File: config.mk
export PLATFORM = sky130hd
export DESIGN_NAME = spi_master_flat
export DESIGN_NICKNAME = d
export VERILOG_FILES = /design/src/rtl/spi_master_if.sv /design/src/rtl/spi_master.sv /design/src/flat_wrapper.sv
export SDC_FILE = /design/constraint.sdc
export NUM_CORES = 1
export LEC_CHECK = 0
export CAP_MARGIN = 20
export CORE_MARGIN = 8
export CORE_UTILIZATION = 45
export DETAILED_ROUTE_END_ITERATION = 6
export PLACE_DENSITY = 0.76
export SYNTH_ARGS = -nofsm -noshare
export SYNTH_HDL_FRONTEND = slang
export SYNTH_SLANG_ARGS = --single-unit
File: constraint.sdc
create_clock -name clk -period 5.4 [get_ports clk]
set_input_delay 1.62 -clock clk [delete_from_list [all_inputs] [get_ports clk]]
set_output_delay 1.62 -clock clk [all_outputs]
set_load 0.005 [all_outputs]
File: src/rtl/spi_master_if.sv
// Host-side handshake plus SPI pins of the mode-0 SPI master.
// The master modport is the view taken by spi_master itself.
// The slave modport is the view of whatever drives the master:
// a host, a bench or an FPGA top.
interface spi_master_if #(
    parameter int DATA_W = 32
);
    logic              start;
    logic              ready;
    logic [DATA_W-1:0] data_in;
    logic [DATA_W-1:0] data_out;
    logic              done;
    logic              busy;
    logic              sclk;
    logic              ss;
    logic              mosi;
    logic              miso;

    modport master (
        input  start, data_in, miso,
        output ready, data_out, done, busy, sclk, ss, mosi
    );

    modport slave (
        output start, data_in, miso,
        input  ready, data_out, done, busy, sclk, ss, mosi
    );
endinterface

File: src/rtl/spi_master.sv
// SPI mode-0 master (CPOL=0, CPHA=0), MSB first, fixed DATA_W-bit frames.
// Every frame is a sequence of phases, each lasting CLK_HALF clk cycles:
//   SETUP, then (HIGH, LOW) repeated DATA_W-1 times, then HIGH, HOLD, GAP.
// All pin outputs come straight from flops, so sclk, ss and mosi are glitch-free.
module spi_master #(
    parameter int DATA_W   = 32,
    parameter int CLK_HALF = 8
) (
    input  logic         clk,
    input  logic         rst,
    spi_master_if.master bus
);
    localparam int DIV_W = (CLK_HALF > 1) ? $clog2(CLK_HALF) : 1;
    localparam int BIT_W = $clog2(DATA_W);
    localparam logic [DIV_W-1:0] DIV_LAST = DIV_W'(CLK_HALF - 1);
    localparam logic [BIT_W-1:0] BIT_LAST = BIT_W'(DATA_W - 1);

    typedef enum logic [2:0] {
        IDLE  = 3'd0,
        SETUP = 3'd1,
        HIGH  = 3'd2,
        LOW   = 3'd3,
        HOLD  = 3'd4,
        GAP   = 3'd5
    } state_t;

    state_t            state_q, state_d;
    logic [DIV_W-1:0]  div_q, div_d;
    logic [BIT_W-1:0]  bit_q, bit_d;
    logic [DATA_W-1:0] tx_q, tx_d;
    logic [DATA_W-1:0] rx_q, rx_d;
    logic [DATA_W-1:0] data_out_q, data_out_d;
    logic              sclk_q, sclk_d;
    logic              ss_q, ss_d;
    logic              mosi_q, mosi_d;
    logic              ready_q, ready_d;
    logic              done_q, done_d;
    logic              phase_end;

    // Next-state logic: phase divider, bit counter, shift registers and pins.
    always_comb begin
        state_d    = state_q;
        div_d      = div_q;
        bit_d      = bit_q;
        tx_d       = tx_q;
        rx_d       = rx_q;
        data_out_d = data_out_q;
        sclk_d     = sclk_q;
        ss_d       = ss_q;
        mosi_d     = mosi_q;
        ready_d    = ready_q;
        done_d     = 1'b0;

        phase_end = (div_q == DIV_LAST);
        // The divider free-runs inside a frame and wraps at every phase boundary.
        div_d = phase_end ? '0 : div_q + DIV_W'(1);

        case (state_q)
            IDLE: begin
                div_d = '0;
                if (bus.start && ready_q) begin
                    // Capture the word now; later data_in changes cannot reach this frame.
                    tx_d    = bus.data_in;
                    rx_d    = '0;
                    bit_d   = '0;
                    mosi_d  = bus.data_in[DATA_W-1];
                    ss_d    = 1'b0;
                    ready_d = 1'b0;
                    state_d = SETUP;
                end
            end
            SETUP: begin
                if (phase_end) begin
                    sclk_d  = 1'b1;
                    state_d = HIGH;
                end
            end
            HIGH: begin
                if (phase_end) begin
                    // Sample miso on the falling edge, after a full high phase.
                    sclk_d = 1'b0;
                    rx_d   = {rx_q[DATA_W-2:0], bus.miso};
                    if (bit_q != BIT_LAST) begin
                        // The next bit goes out at the start of the low phase, so mosi
                        // is stable for CLK_HALF cycles before the next rising edge.
                        bit_d   = bit_q + BIT_W'(1);
                        tx_d    = {tx_q[DATA_W-2:0], 1'b0};
                        mosi_d  = tx_q[DATA_W-2];
                        state_d = LOW;
                    end else begin
                        state_d = HOLD;
                    end
                end
            end
            LOW: begin
                if (phase_end) begin
                    sclk_d  = 1'b1;
                    state_d = HIGH;
                end
            end
            HOLD: begin
                if (phase_end) begin
                    ss_d       = 1'b1;
                    data_out_d = rx_q;
                    done_d     = 1'b1;
                    state_d    = GAP;
                end
            end
            GAP: begin
                // ready stays low here so ss is high for at least one phase between frames.
                if (phase_end) begin
                    ready_d = 1'b1;
                    state_d = IDLE;
                end
            end
            default: begin
                state_d = IDLE;
                div_d   = '0;
                sclk_d  = 1'b0;
                ss_d    = 1'b1;
                ready_d = 1'b1;
            end
        endcase
    end

    // State and output registers; reset aborts any frame immediately.
    always_ff @(posedge clk or posedge rst) begin
        if (rst) begin
            state_q    <= IDLE;
            div_q      <= '0;
            bit_q      <= '0;
            tx_q       <= '0;
            rx_q       <= '0;
            data_out_q <= '0;
            sclk_q     <= 1'b0;
            ss_q       <= 1'b1;
            mosi_q     <= 1'b0;
            ready_q    <= 1'b1;
            done_q     <= 1'b0;
        end else begin
            state_q    <= state_d;
            div_q      <= div_d;
            bit_q      <= bit_d;
            tx_q       <= tx_d;
            rx_q       <= rx_d;
            data_out_q <= data_out_d;
            sclk_q     <= sclk_d;
            ss_q       <= ss_d;
            mosi_q     <= mosi_d;
            ready_q    <= ready_d;
            done_q     <= done_d;
        end
    end

    assign bus.sclk     = sclk_q;
    assign bus.ss       = ss_q;
    assign bus.mosi     = mosi_q;
    assign bus.ready    = ready_q;
    assign bus.busy     = ~ready_q;
    assign bus.done     = done_q;
    assign bus.data_out = data_out_q;
endmodule

File: src/flat_wrapper.sv
// flat-port wrapper written by rule: the top's interface ports become plain ports
module spi_master_flat 
#(
    parameter int DATA_W   = 32,
    parameter int CLK_HALF = 8
)
  (clk, rst, bus_start, bus_data_in, bus_miso, bus_ready, bus_data_out, bus_done, bus_busy, bus_sclk, bus_ss, bus_mosi);
  spi_master_if #(.DATA_W(DATA_W)) bus_i ();
  input  logic clk;
  input  logic rst;
  input wire logic [$bits(bus_i.start)-1:0] bus_start;
  input wire logic [$bits(bus_i.data_in)-1:0] bus_data_in;
  input wire logic [$bits(bus_i.miso)-1:0] bus_miso;
  output wire logic [$bits(bus_i.ready)-1:0] bus_ready;
  output wire logic [$bits(bus_i.data_out)-1:0] bus_data_out;
  output wire logic [$bits(bus_i.done)-1:0] bus_done;
  output wire logic [$bits(bus_i.busy)-1:0] bus_busy;
  output wire logic [$bits(bus_i.sclk)-1:0] bus_sclk;
  output wire logic [$bits(bus_i.ss)-1:0] bus_ss;
  output wire logic [$bits(bus_i.mosi)-1:0] bus_mosi;
  assign bus_i.start = bus_start;
  assign bus_i.data_in = bus_data_in;
  assign bus_i.miso = bus_miso;
  assign bus_ready = bus_i.ready;
  assign bus_data_out = bus_i.data_out;
  assign bus_done = bus_i.done;
  assign bus_busy = bus_i.busy;
  assign bus_sclk = bus_i.sclk;
  assign bus_ss = bus_i.ss;
  assign bus_mosi = bus_i.mosi;
  spi_master #(.DATA_W(DATA_W), .CLK_HALF(CLK_HALF)) u_core (.clk(clk), .rst(rst), .bus(bus_i));
endmodule
==> flow_metrics.py <==
metrics = {
    "logic_synthesis": {
        "syn_nets": 437,
        "yosys.area.top_type": "dfrtp_1",
        "synth_area_per_cell_sq_um": 12.5,
        "synth-seq-area-share_pct": 56.1,
        "synth.area.top_cells": "dfrtp_1 55%, mux2_2 16%, mux2_1 5.7%",
        "ys_warn_count": 0,
        "netlist_instances": 395,
        "yosysUniqueCellTypes": 40,
        "syn_area_sq_um": 4950,
        "synth_top_cell_area_share_pct": 55.1,
        "ys_seq_elements": 111,
    },
    "sta": {
        "max_slew.worst_pin.slew_ns": 0.684,
        "fmax_ghz": 0.316,
        "rsz0062_at_grt": "no",
        "hold_viol_final": 0,
        "finalWorstPathRequiredPeriod_ns": 3.17,
        "finalSetupTns_ns": 0,
        "setup_viol_count_final": 0,
        "fin_ws_ns": 2.23,
        "slew_viol_final": 0,
        "slew_headroom_pct": 54.4,
        "period_share_pct": 58.6,
        "fin_skew_ns": 0.0119,
    },
    "global_route": {
        "antenna_found_initial": 0,
        "grt_pass1_vias": 3149,
        "overflow": 0,
        "grt_first_pass_wirelength_um": 15600,
        "grt_usage_pct": 12.9,
        "grt_max_degree": 56,
    },
    "cts": {
        "cts_tree": "done",
        "cts_root_buf": "clkbuf_8",
        "post_cts_buffers": 0,
        "clockBufferDepth": 2,
        "hold_buffers": 0,
        "htree_levels": 3,
        "cts_buffers": 9,
        "cts_resized": 0,
        "clk_pin_slew_ns": 0.11,
        "clock_sinks": 111,
        "worstSkewPairLatency_ns": 0.36,
    },
    "power_and_ir_drop": {
        "ir_worst_vdd_v": 0.000264,
        "total_power_mw": 2.59,
        "p_leak_nw": 2.65,
        "powerDensity_nw_per_um2": 428,
    },
    "routing": {
        "wl_per_cell_um": 15.4,
        "vias_per_cell": 5.29,
        "first_iter_violations": 256,
        "first_pass_iters": 4,
        "postRouteAntennaNets": 0,
        "drc": 0,
        "dr_total_vias": 3200,
        "wirelength_um": 9340,
    },
    "critical_path": {
        "arrival_ns": 1.55,
        "cp-startpoint": "u_core.bus.ready",
        "crit_required_ns": 3.78,
        "critPathLaunchType": "register",
        "r2r_start": "u_core.bit_q[0]",
        "criticalPathCategory": "register to primary output",
        "cp-end-kind": "primary output",
        "crit_fanout": 6,
        "r2r_cells": 7,
    },
    "place": {
        "io_buffers": 73,
        "gp_congestion": 0.706,
        "pre_cts_slack_ns": 1.66,
        "hpwl_um": 6240,
    },
    "finish": {
        "antenna_cells": 0,
        "fill_cells": 917,
        "area_growth_pct": 22.2,
        "multiInputGateArea_sq_um": 1860,
        "drive_gt1_share_pct": 22.4,
        "nNetsFinal": 502,
        "regArea_sq_um": 2780,
    },
    "die": {
        "num_rows": 38,
        "die_h_um": 121,
        "coreArea_sq_um": 10800,
        "initial_utilization_pct": 45.9,
        "die_w_um": 121,
        "dieArea_sq_um": 14600,
        "pin_count": 74,
    },
    "hold_path": {
        "min_from": "u_core.div_q[0]",
        "min_path_type": "register to register",
        "hold_depth": 1,
    },
    "status": {
        "status": "finished, final reports clean",
    },
    "run": {
        "drv_cap": 0,
    },
}
critical path, stage by stage, from the launching register on:
cell and delay [ns]:
dfstp_2 0.63, inv_1 0.09, clkdlybuf4s50_1 0.46
registers in the layout, summed over array words and instances (netlist names):
| register | cells |
|---|---|
| u_core.bus.data_out | 32 |
| u_core.rx_q | 32 |
| u_core.tx_q | 31 |
| u_core.bit_q | 5 |
| u_core.div_q | 3 |
| u_core.state_q | 3 |
| u_core.bus.done | 1 |
| u_core.bus.mosi | 1 |
| u_core.bus.ready | 1 |
| u_core.bus.sclk | 1 |
| u_core.bus.ss | 1 |
placed cells by master, fill, tap and decap left out, types with 3 or more instances in the layout:
cell type | Yosys | final
inv_1 | 44 | 43
clkdlybuf4s50_1 | 0 | 73
nand3_1 | 3 | 3
bufinv_16 | 0 | 3
nand4_1 | 35 | 35
ha_1 | 6 | 6
mux2_1 | 25 | 25
buf_4 | 1 | 6
nand3b_1 | 3 | 3
dfrtp_1 | 109 | 108
nand2_1 | 3 | 3
mux2_2 | 70 | 70
o21ai_0 | 36 | 36
clkbuf_8 | 0 | 9
report_power, final:
part | internal (mW) | switching (mW)
sequential | 1.08 | 0.210
combinational | 0.380 | 0.313
clock | 0.315 | 0.289
path summary, 6_finish.rpt:
kind / slack [ns] / endpoint
max in group asynchronous: 2.81 / u_core.tx_q[3]
worst max register to register: 2.84 / u_core.tx_q[25]
worst min-delay path: 0.46 / u_core.div_q[0]
worst min register to register: 0.46 / u_core.div_q[0]
worst max-delay path: 2.23 / bus_busy
min in group asynchronous: 1.70 / u_core.rx_q[2]
cell type report:
type | count | area share [%]
clock buffer | 9 | 2.05
clock inverter | 7 | 2.11
inverter | 44 | 2.77
multi-input combinational | 213 | 30.7
sequential | 111 | 45.9
tap | 140 | 2.89
timing repair buffer | 81 | 13.5
logic make-up after synthesis:
group / count (synthesis) / share of synthesized area (%)
AO/OA/AOI/OAI: 53 / 6.29
flip-flops: 111 / 56.1
AND/OR/NAND/NOR: 58 / 7.86
adder cells (fa/ha/maj): 6 / 1.52
buffers and inverters: 71 / 6.42
multiplexers: 96 / 21.8
cells in the mapped netlist, drive strengths merged:
| master | instances |
|---|---|
| mux2 | 95 |
| or2 | 1 |
| a31oi | 1 |
| nor3b | 2 |
| o22ai | 2 |
| o31ai | 1 |
| mux2i | 1 |
| o221ai | 1 |
| clkbuf | 18 |
| nand2b | 1 |
| nor2b | 1 |
| a211oi | 1 |
| a2bb2oi | 1 |
| nor2 | 3 |
| a22oi | 1 |
| a41oi | 1 |
| and2 | 2 |
| nand3b | 4 |
| and3b | 1 |
| nand4 | 35 |
| nand3 | 3 |
| inv | 44 |
| o31a | 2 |
| ha | 6 |
| o21ai | 36 |
| a21oi | 4 |
| and3 | 1 |
| buf | 9 |
| dfrtp | 109 |
| o211ai | 2 |
| dfstp | 2 |
| or4 | 1 |
| nand2 | 3 |
stage by stage:
stage               instance area [sq um]  cells  util, %  hold slack [ns]
floorplan                            4950    395        -            0.414
global placement                     5760    587     53.4            0.426
detailed placement                   5760    587     53.4            0.447
CTS                                  6010    603     55.7            0.462
global route                         6050    605     56.1            0.468
finish                               6050    605     56.1            0.459
per-layer routing:
| layer | track usage, % | vias up | share of wire, % |
|---|---|---|---|
| li1 | - | 1516 | - |
| met1 | 17.0 | 1605 | 46 |
| met2 | 19.9 | 70 | 47 |
| met3 | 3.40 | 9 | 5.8 |
| met4 | 4.68 | 0 | 0.91 |
| met5 | 0 | - | 0 |
Note: power is estimated with default switching activity, not from simulation.
